## config.mk

```make
export PLATFORM = sky130hd
export DESIGN_NAME = mux2_rr_arbiter
export DESIGN_NICKNAME = d
export VERILOG_FILES = /design/src/rtl/mux2_rr_arbiter.sv
export SDC_FILE = /design/constraint.sdc
export NUM_CORES = 1
export LEC_CHECK = 0
export CAP_MARGIN = 20
export CORE_AREA = 2 2 51 53
export CTS_BUF_LIST = sky130_fd_sc_hd__clkbuf_8
export CTS_CLUSTER_DIAMETER = 30
export CTS_CLUSTER_SIZE = 8
export DETAILED_ROUTE_END_ITERATION = 6
export DIE_AREA = 0 0 53 55
export PLACE_DENSITY_LB_ADDON = 0.08
export SKIP_CTS_REPAIR_TIMING = 1
export SYNTH_ARGS = -nofsm -noshare
export SYNTH_HDL_FRONTEND = slang
export SYNTH_SLANG_ARGS = --single-unit
```

## constraint.sdc

```tcl
create_clock -name clk -period 6.5 [get_ports clk]
set_clock_uncertainty 0.15 [all_clocks]
set_input_delay 0.65 -clock clk [delete_from_list [all_inputs] [get_ports clk]]
set_output_delay 0.65 -clock clk [all_outputs]
set_load 0.02 [all_outputs]
```

## src/rtl/mux2_rr_arbiter.sv

```systemverilog
// Round-robin arbiter for two valid/ready producers sharing one registered output
// stream. Grants are capped at BURST beats; ties go to the requester not served last.
module mux2_rr_arbiter #(
  parameter int WIDTH = 8,
  parameter int BURST = 4,
  localparam int CntW = $clog2(BURST + 1)
) (
  input  logic             clk,
  input  logic             rst,
  input  logic             a_valid,
  input  logic [WIDTH-1:0] a_data,
  output logic             a_ready,
  input  logic             b_valid,
  input  logic [WIDTH-1:0] b_data,
  output logic             b_ready,
  output logic             y_valid,
  output logic [WIDTH-1:0] y_data,
  input  logic             y_ready,
  output logic             sel,
  output logic             busy,
  output logic [1:0]       dbg_state_o,
  output logic [CntW-1:0]  dbg_beat_cnt_o
);

  // Handshake: a beat moves on any port in a cycle where its valid and ready are both 1.
  typedef enum logic [1:0] {
    IDLE    = 2'd0,
    SERVE_A = 2'd1,
    SERVE_B = 2'd2
  } state_e;

  state_e            state_q, state_d;
  logic [CntW-1:0]   beat_cnt_q, beat_cnt_d;
  logic [CntW-1:0]   cnt_inc;
  logic              last_q, last_d;
  logic              sel_q, sel_d;
  logic              y_valid_q;
  logic [WIDTH-1:0]  y_data_q;
  logic              stall, accept, cur_valid, other_valid;

  assign stall   = y_valid_q && !y_ready;
  assign a_ready = (state_q == SERVE_A) && !stall;
  assign b_ready = (state_q == SERVE_B) && !stall;
  assign accept  = (a_valid && a_ready) || (b_valid && b_ready);

  always_comb begin
    state_d     = state_q;
    beat_cnt_d  = beat_cnt_q;
    last_d      = last_q;
    cur_valid   = (state_q == SERVE_B) ? b_valid : a_valid;
    other_valid = (state_q == SERVE_B) ? a_valid : b_valid;
    cnt_inc     = beat_cnt_q + CntW'(accept);
    case (state_q)
      IDLE: begin
        // last_q = 1 means B was served last, so A wins a tie.
        if (a_valid && b_valid) state_d = last_q ? SERVE_A : SERVE_B;
        else if (a_valid)       state_d = SERVE_A;
        else if (b_valid)       state_d = SERVE_B;
      end
      SERVE_A, SERVE_B: begin
        if (!stall) begin
          beat_cnt_d = cnt_inc;
          if ((accept && (cnt_inc == CntW'(BURST))) || !cur_valid) begin
            last_d     = (state_q == SERVE_B);
            beat_cnt_d = '0;
            if (other_valid)    state_d = (state_q == SERVE_A) ? SERVE_B : SERVE_A;
            else if (cur_valid) state_d = state_q;
            else                state_d = IDLE;
          end
        end
      end
      default: state_d = IDLE;
    endcase
  end

  always_comb begin
    sel_d = sel_q;
    if (state_d == SERVE_A)      sel_d = 1'b0;
    else if (state_d == SERVE_B) sel_d = 1'b1;
  end

  always_ff @(posedge clk) begin
    if (rst) begin
      state_q    <= IDLE;
      beat_cnt_q <= '0;
      last_q     <= 1'b1;
      sel_q      <= 1'b0;
      y_valid_q  <= 1'b0;
      y_data_q   <= '0;
    end else begin
      state_q    <= state_d;
      beat_cnt_q <= beat_cnt_d;
      last_q     <= last_d;
      sel_q      <= sel_d;
      if (accept) begin
        y_valid_q <= 1'b1;
        y_data_q  <= sel_q ? b_data : a_data;
      end else if (y_ready) begin
        y_valid_q <= 1'b0;
      end
    end
  end

  assign y_valid        = y_valid_q;
  assign y_data         = y_data_q;
  assign sel            = sel_q;
  assign busy           = (state_q != IDLE);
  assign dbg_state_o    = state_q;
  assign dbg_beat_cnt_o = beat_cnt_q;

endmodule

```

* Word level (Yosys, flattened, before mapping)
Index checks and enable logic that the tools add are counted.
** Word-level totals
- Register bits after elaboration :: 16
- Output and inout bits :: 18
- Logic and storage cells :: 48
** Operators by class
- Add/subtract/negate cells :: 1
- Equal/unequal tests :: 5
- Muxes and demuxes :: 16
- Bitwise operators :: 1
- Reduce and logical (&&, ||, !) cells :: 19
** Operators by type and width (number)
- $mux 2 :: 9
- $mux 8 :: 1
- $logic_and 1x1->1 :: 7
- $eq 2x1->1 const B :: 2
- $eq 2x2->1 const B :: 2
- $mux 1 :: 4
- $pmux 2 s2 :: 1
- $reduce_bool 2->1 :: 2
- $reduce_or 2->1 :: 2
- $add 3x1->3 :: 1
- $eq 3x3->1 const B :: 1
- $logic_not 1->1 :: 3
- $mux 3 :: 1
- $reduce_and 3->1 :: 1
- $logic_not 2->1 :: 1
- $logic_or 1x1->1 :: 2
- $reduce_and 2->1 :: 1
- $not 1->1 :: 1

* Logic depth before layout (Yosys ltp)
- Depth in word-level cells :: 15
- Depth in mapped cells :: 14
- Gate-level depth less buffers :: 12

* Worst setup path before layout
Ideal clock, no wire load.
- Path type :: flip-flop to flip-flop
- Start :: register state_q[0], in the netlist dbg_state_o[0]
- End :: register sel_q, in the netlist sel
- Library setup time :: 128 ps
- Arrival time :: 2729 ps
- Data required time :: 6222 ps
- Slack :: 3493 ps
- Stages on the path, launching flop included :: 15
- Cell sequence :: dfxtp_1 -> inv_1 -> ha_1 -> buf_6 -> a22oi_2 -> nor2_4 -> buf_2 -> ha_1 -> ha_1 -> nor2_1 -> a31oi_1 -> o21ai_2 -> a211oi_2 -> a211oi_2 -> o31ai_2
** Between the ends
- Cells in the longest elaborated chain, start to end :: 13
- Elaborated cells between the ends (all ways) :: 28
- Classes of those cells :: 1 x add/sub; 5 x eq/ne; 11 x mux; 11 x reduce/logical
** RTL lines
- from (decl) :: RTL line 32 : state_e state_q, state_d;
- from (signal assigned) :: RTL line 91 : state_q <= state_d;
- $eq 2x1->1 or $eq 2x2->1 (tied branches) :: RTL line 42, 43
- $logic_and 1x1->1 (on tied branches) :: RTL line 42, 43
- $logic_and 1x1->1 :: RTL line 44 : assign accept = (a_valid && a_ready) || (b_valid && b_ready);
- $logic_or 1x1->1 (*) :: RTL line 44
- named net accept :: RTL line 39 : logic stall, accept, cur_valid, other_valid;
- $add 3x1->3 :: RTL line 52 : cnt_inc = beat_cnt_q + CntW'(accept);
- $eq 3x3->1 :: RTL line 63 : if ((accept && (cnt_inc == CntW'(BURST))) || !cur_valid) begin
- $logic_and 1x1->1 (*) :: RTL line 63
- $logic_or 1x1->1 (*) :: RTL line 63
- $mux 2 (*) :: RTL line 63
- $mux 2 (*) :: RTL line 61 : if (!stall) begin
- $pmux 2 s2 (*) :: RTL line 53 : case (state_q)
- $eq 2x1->1 :: RTL line 78 : if (state_d == SERVE_A) sel_d = 1'b0;
- $reduce_or 2->1 (no source line)
- to (signal assigned) :: RTL line 94 : sel_q <= sel_d;
- to (decl) :: RTL line 36 : logic sel_q, sel_d;
The timed path passes the listed nets; every way through them passes the cells marked *.
A chain may end at the register's enable or synchronous reset.

* Final worst setup path
- Start :: input port a_valid
- End :: register sel_q, in the netlist sel
** Between the ends
- Cells in the longest elaborated chain, start to end :: 11
- Elaborated cells between the ends (all ways) :: 20
- Classes of those cells :: 1 x add/sub; 3 x eq/ne; 9 x mux; 7 x reduce/logical
** RTL lines
- from (decl) :: RTL line 10 : input logic a_valid,
- $logic_and 1x1->1 :: RTL line 44
- $logic_or 1x1->1 :: RTL line 44
- $add 3x1->3 :: RTL line 52
- $eq 3x3->1 :: RTL line 63
- $logic_and 1x1->1 :: RTL line 63
- $logic_or 1x1->1 :: RTL line 63
- $mux 2 :: RTL line 63
- $mux 2 :: RTL line 61
- $pmux 2 s2 (*) :: RTL line 53
- $eq 2x1->1 :: RTL line 78
- $reduce_or 2->1 (no source line)
Mark *: on every way between the ends. The rest lies on a longest branch, timed or not.

==> run summary <==
Tcrit/Tclk final: 50.9%
CP delay by family, top: compound AO/OA/AOI/OAI gates
Cell Area, Synth: 986 sq um
Residual DRC: 0
Number of port buffers: 38
Area growth syn-to-layout: 44.7%
Core ar.: 0.00236 sq mm
Leak: 0.517 nW
Final net count: 174
Total wire length: 2.24 mm
IO Pins: 39
Yosys Warn Count: 0
Finished Cell Area: 0.00143 sq mm
Most frequent cell on the critical path: ha_1
Wire per inst: 12.7 um
Number of global-route vias before repair: 813
Die height: 55 um
Power density cells: 250 mW/mm^2
Sink Count: 16
Die W: 53 um
Gate Count Post-Synth: 110
Register area share after synthesis: 32.5%
TritonCTS clock tree: done
Setup crit start kind: input pin
Area post-placement: 0.00137 sq mm
Ys flop type: dfxtp_1
Tightest Pin Transition: 0.598 ns
Hold Crit Class: reg -> reg
#FFs+latches synth: 16
Detail-routed via count per cell: 5.28
Fraction of layout cells with a size suffix above 1: 8.22%
Yosys top cell by area: dfxtp_1
Row Count: 18
Max Clk Rate: 302 MHz
Post-synth top cells: 16 x dfxtp_1, 14 x nor2_1, 8 x a211oi_1, 8 x mux2i_1, 6 x ha_1
First-pass GRT wire length: 3.53 mm
Largest net degree at the start of global routing: 19
Slew Limit Fails: 0
Post-synth EDFFs: 0
Rel. slew slack: 60.0%
H-Tree Depth: 1
Hold slack final: 0.349 ns
CTS Buffer Depth: 2
Clock Root Buffer: clkbuf_8
Final Setup Violations: 0
Critical Path RT: 6.47 ns
GP Congestion: 0.821
Routed Antenna Nets: 0
Die area: 0.00292 sq mm
Area contributors post-synth: dfxtp_1 32%, mux2i_1 8.1%, ha_1 7.6%
RSZ-0062 raised after global routing: false
Max cap viols: 0
Maximum vdd drop: 0.000166 V
Avg Inst Size Synth: 8.96 sq um
Min Clock Period, post-route: 3.31 ns
Top-count cell post-synth: dfxtp_1
Synth top area share: 32.5%
Total grt overflow: 0
Initial Utilization: 41.7%
Crit Path Category: in -> reg
Crit-path slowest cell: clkdlybuf4s50_1
First-pass iteration count of the detailed router: 4
Post-Syn Nets: 137
Initial DRC count: 13
Ys async rst share: 0%
Worst-path cell chain: clkdlybuf4s50_1 -> a22oi_2 -> nor2_4 -> ha_1 -> ha_1 -> xor2_1 -> a41oi_2 -> o211ai_1 -> a31oi_1 -> o21ai_1 -> o31ai_2
Worst skew pair latency: 0.25 ns
CTS clk-pin slew, worst paths: 0.06 ns
Worst path buffer plus inverter count: 1
GRT Util Overall: 16.7%
Yosys cell types: 37
Crit-path max FO: 18
Kind of end point of the critical path: flip-flop
Final hold viol count: 0
Max stage delay on crit path: 0.67 ns
Critical Path AT: 3.28 ns
Hpwl dp: 1.72 mm
Initial antenna violation count: 0
Setup TNS Final: 0 ns
Routed vias: 929
# fillers: 230
Ant. Diodes: 0
Number of CTS-inserted buffers: 3
Status: complete, no violations
[layer usage]
layer | global-route usage (%) | up-vias | wire length (um)
met2 | 27.9 | 32 | 1080
met5 | 0 | - | 0
met4 | 7.69 | 0 | 10
met3 | 4.57 | 2 | 151
met1 | 20.2 | 420 | 997
li1 | - | 475 | -
[cells in the final DEF (no fill, tap or decap), types with 2 or more instances in the layout]
master	count
inv_1	3
ha_1	6
nand2_1	3
mux2i_1	8
a31oi_1	3
o21ai_1	3
a211o_1	2
nor3_1	2
and2_1	3
o21ai_0	2
a22oi_1	2
nor2_1	14
clkdlybuf4s50_1	38
a211oi_1	8
a21oi_1	4
clkbuf_8	4
dfxtp_1	16
nand3_1	3
a211oi_2	2
nor2b_1	4
[final cells by class]
type	count	area (sq um)	share of cell area (%)
sequential	16	320	22.5
clock buffer	4	55.1	3.86
multi-input combinational	84	618	43.3
tap	30	37.5	2.63
inverter	4	15.0	1.05
timing repair buffer	38	380	26.7
[where the power goes]
group	internal [W]	switching, W	leakage (nW)
Sequential	0.000111	0.0000139	0.131
Combinational	0.0000699	0.0000738	0.358
Clock	0.0000537	0.0000345	0.0288
[kinds of logic after synthesis]
group	count (synthesis)	synth area share, %
XOR/XNOR	1	0.888
buffers and inverters	10	4.82
multiplexers	9	9.52
adder cells (fa/ha/maj)	6	7.61
AO/OA/AOI/OAI	33	26.0
flip-flops	16	32.5
AND/OR/NAND/NOR	35	18.7
[worst paths after layout]
kind | from | to | slack (ns) | cells after the start
worst max-delay path | a_valid | sel$_SDFFE_PP0N_ | 3.19 | 11
worst min-delay path | y_data[5]$_SDFFE_PP0N_ | y_data[5]$_SDFFE_PP0N_ | 0.35 | 2
worst max register to register | dbg_state_o[0]$_SDFF_PP0_ | sel$_SDFFE_PP0N_ | 3.40 | 12
worst min register to register | y_data[5]$_SDFFE_PP0N_ | y_data[5]$_SDFFE_PP0N_ | 0.35 | 2
[state kept, by name, summed over array words and instances, names as in the netlist]
signal and cells:
y_data 8, dbg_beat_cnt_o 3, last_q 1, y_valid 1, dbg_state_o 2, sel 1
[metrics by stage]
stage,std cells,power (W),utilization (%),setup WS [ns]
2_1_floorplan,110,0.000217,-,3.49
3_3_place_gp,172,0.000269,58.0,2.99
3_5_place_dp,172,0.000271,58.0,2.92
4_1_cts,176,0.000361,60.3,3.18
5_1_grt,176,0.000379,60.3,2.94
6_report,176,0.000357,60.3,3.19
[worst min-delay path: cells and delay by family, from the launching register on]
kind / cells / cell delay [ns]
flip-flops: 1 / 0.31
AND/OR/NAND/NOR: 1 / 0.09
AO/OA/AOI/OAI: 1 / 0.05
No activity file was read; power rests on OpenSTA's default activity.
==> RTL change (same settings) <==
Set the parameter `WIDTH` to 6 (it was 8).
--- a/src/rtl/mux2_rr_arbiter.sv
+++ b/src/rtl/mux2_rr_arbiter.sv
@@ -3,3 +3,3 @@
 module mux2_rr_arbiter #(
-  parameter int WIDTH = 8,
+  parameter int WIDTH = 6,
   parameter int BURST = 4,
Interface: changed (resized a_data, b_data and y_data); port bits go from 39 to 33. No check against the original RTL was run, so the function may have changed too.
==> RTL change against the original RTL <==
Final cell count is 6.8% lower; via count is 7.5% lower; area after synthesis decreased by 4.4%; sequential power is 6% lower; wire length decreased by 4.8%; first-iteration DRC count up 38%; register-to-register slack worse by 0.76 ns; worst setup slack got worse by 0.79 ns; sequential cell count is 2 lower; cell area shrank 10%; total power grew 7.4%; critical path depth did not move; largest cell class unchanged; largest power group unchanged; highest routed layer unchanged.
==> RTL change: results (changes against the original RTL) <==
| Metric | Value |
|---|---|
| Status | finished, final reports clean (unchanged) |
| Largest net degree at the start of global routing | 15 (was 19) |
| Initial antenna violation count | 0 (unchanged) |
| DR vias/cell | 5.238 (was 5.278) |
| Avg Cell Area, Syn | 9.059 um2 (was 8.963 um2) |
| First-pass GRT wire length | 3243 um (was 3525 um) |
| CP max stage cell | clkdlybuf4s50_1 (unchanged) |
| DRT iter0 DRCs | 18 (was 13) |
| Top cells by area, synth | dfxtp_1 (30%), mux2i_1 (8.5%), ha_1 (8.0%) (was dfxtp_1 (32%), mux2i_1 (8.1%), ha_1 (7.6%)) |
| Crit path DAT | 4.06 ns (was 3.28 ns) |
| Synth cell count leaders | nor2_1 (16), dfxtp_1 (14), mux2i_1 (8) (was dfxtp_1 (16), nor2_1 (14), a211oi_1 (8), mux2i_1 (8), ha_1 (6)) |
| VDD IR max | 0.0001656 V (was 0.0001657 V) |
| Routed WL per cell | 13.02 um (was 12.74 um) |
| Headroom to the max-slew limit | 0.4736 (was 0.6001) |
| Ys async rst share | 0 (unchanged) |
| Max Root-Sink Buffers | 2 (unchanged) |
| Post-DP HPWL | 1623 um (was 1717 um) |
| CP max stage delay | 0.64 ns (was 0.67 ns) |
| Worst skew pair latency | 0.24 ns |
| Hold crit path type | flop to flop (unchanged) |
| Syn_nets | 127 (was 137) |
| Number of port buffers | 32 (was 38) |
| Gpl congestion | 0.8084 (was 0.8209) |
| Via Count | 859 (was 929) |
| Clock transition at path regs | 0.06 ns (about the same) |
| Root buffer cell | clkbuf_8 (unchanged) |
| Leakage power | 0.4778 nW (was 0.5172 nW) |
| Yosys warns | 0 (unchanged) |
| Register area share after synthesis | 0.2975 (was 0.3249) |
| Synth unique cells | 34 (was 37) |
| Drt pass-1 iters | 4 (unchanged) |
| TritonCTS Buffers | 3 (unchanged) |
| Placed insts | 160 (was 172) |
| CP delay by family, top | compound AO/OA/AOI/OAI gates (unchanged) |
| Deepest level of the CTS H-tree | 1 (unchanged) |
| Vias in the first global route | 734 (was 813) |
| Proportion of layout cells with a drive suffix above 1 | 0.07463 (was 0.08219) |
| Max reg flops | 6 (was 8) |
| Antenna Cells | 0 (unchanged) |
| Total GRT Usage | 0.1514 (was 0.1673) |
| Critical path peak fanout | 13 (was 18) |
==> RTL change: final cells by class <==
class / count / area, um2
Clock buffer: 4 / 55.05
Fill cell: 235 / 1082
Inverter: 7 / 26.28
Multi-Input combinational cell: 77 / 563.0
Sequential cell: 14 / 280.3
Tap cell: 30 / 37.54
Timing Repair Buffer: 32 / 320.3
==> RTL change: layer usage <==
metal,up-vias,share of wire,track usage
met3,2,0.055,0.02688
li1,441,-,-
met2,25,0.44,0.2354
met1,391,0.50,0.2164
met5,-,0,0
met4,0,0.0047,0.03846
==> RTL change: cells by family (layout without fill, tap and decap cells) <==
group / Yosys count / count (layout) / share of synthesized area
compound gates: 29 / 29 / 0.2470
buf+inv: 13 / 43 / 0.1049
fa+ha+maj: 6 / 6 / 0.07968
flops: 14 / 14 / 0.2975
xor+xnor: 1 / 1 / 0.009298
mux: 8 / 8 / 0.08500
simple gates: 33 / 33 / 0.1766
==> RTL change: path summary, 6_finish.rpt <==
check	endpoint	slack [ns]	cells past startpoint	from
worst max-delay path	sel	2.40	11	b_valid
worst min-delay path	y_data[1]	0.35	2	y_data[1]
worst max register to register	sel	2.64	12	dbg_state_o[0]
worst min register to register	y_data[1]	0.35	2	y_data[1]
==> RTL change: worst reg2reg max path, cell delays in order (launching register included) <==
cell and delay, ns:
dfxtp_1 0.37, inv_1 0.10, ha_1 0.33, a22oi_1 0.19
nor2_1 0.63, ha_1 0.28, ha_1 0.24, or2_4 0.25
o311a_1 0.36, o41ai_2 0.34, o221ai_2 0.17, o31ai_2 0.23
a21oi_1 0.10
==> RTL change: report_power, final <==
part	switching, mW	internal (mW)
combinational	0.0946	0.0858
sequential	0.0162	0.102
clock	0.0317	0.0536
==> RTL change: stage by stage <==
step / cell area, um2 / setup WS, ns / util
2_1_floorplan: 942.2 / 2.899 / -
3_3_place_gp: 1227 / 2.269 / 0.5190
3_5_place_dp: 1227 / 2.141 / 0.5190
4_1_cts: 1282 / 2.385 / 0.5423
5_1_grt: 1282 / 2.145 / 0.5423
6_report: 1282 / 2.398 / 0.5423
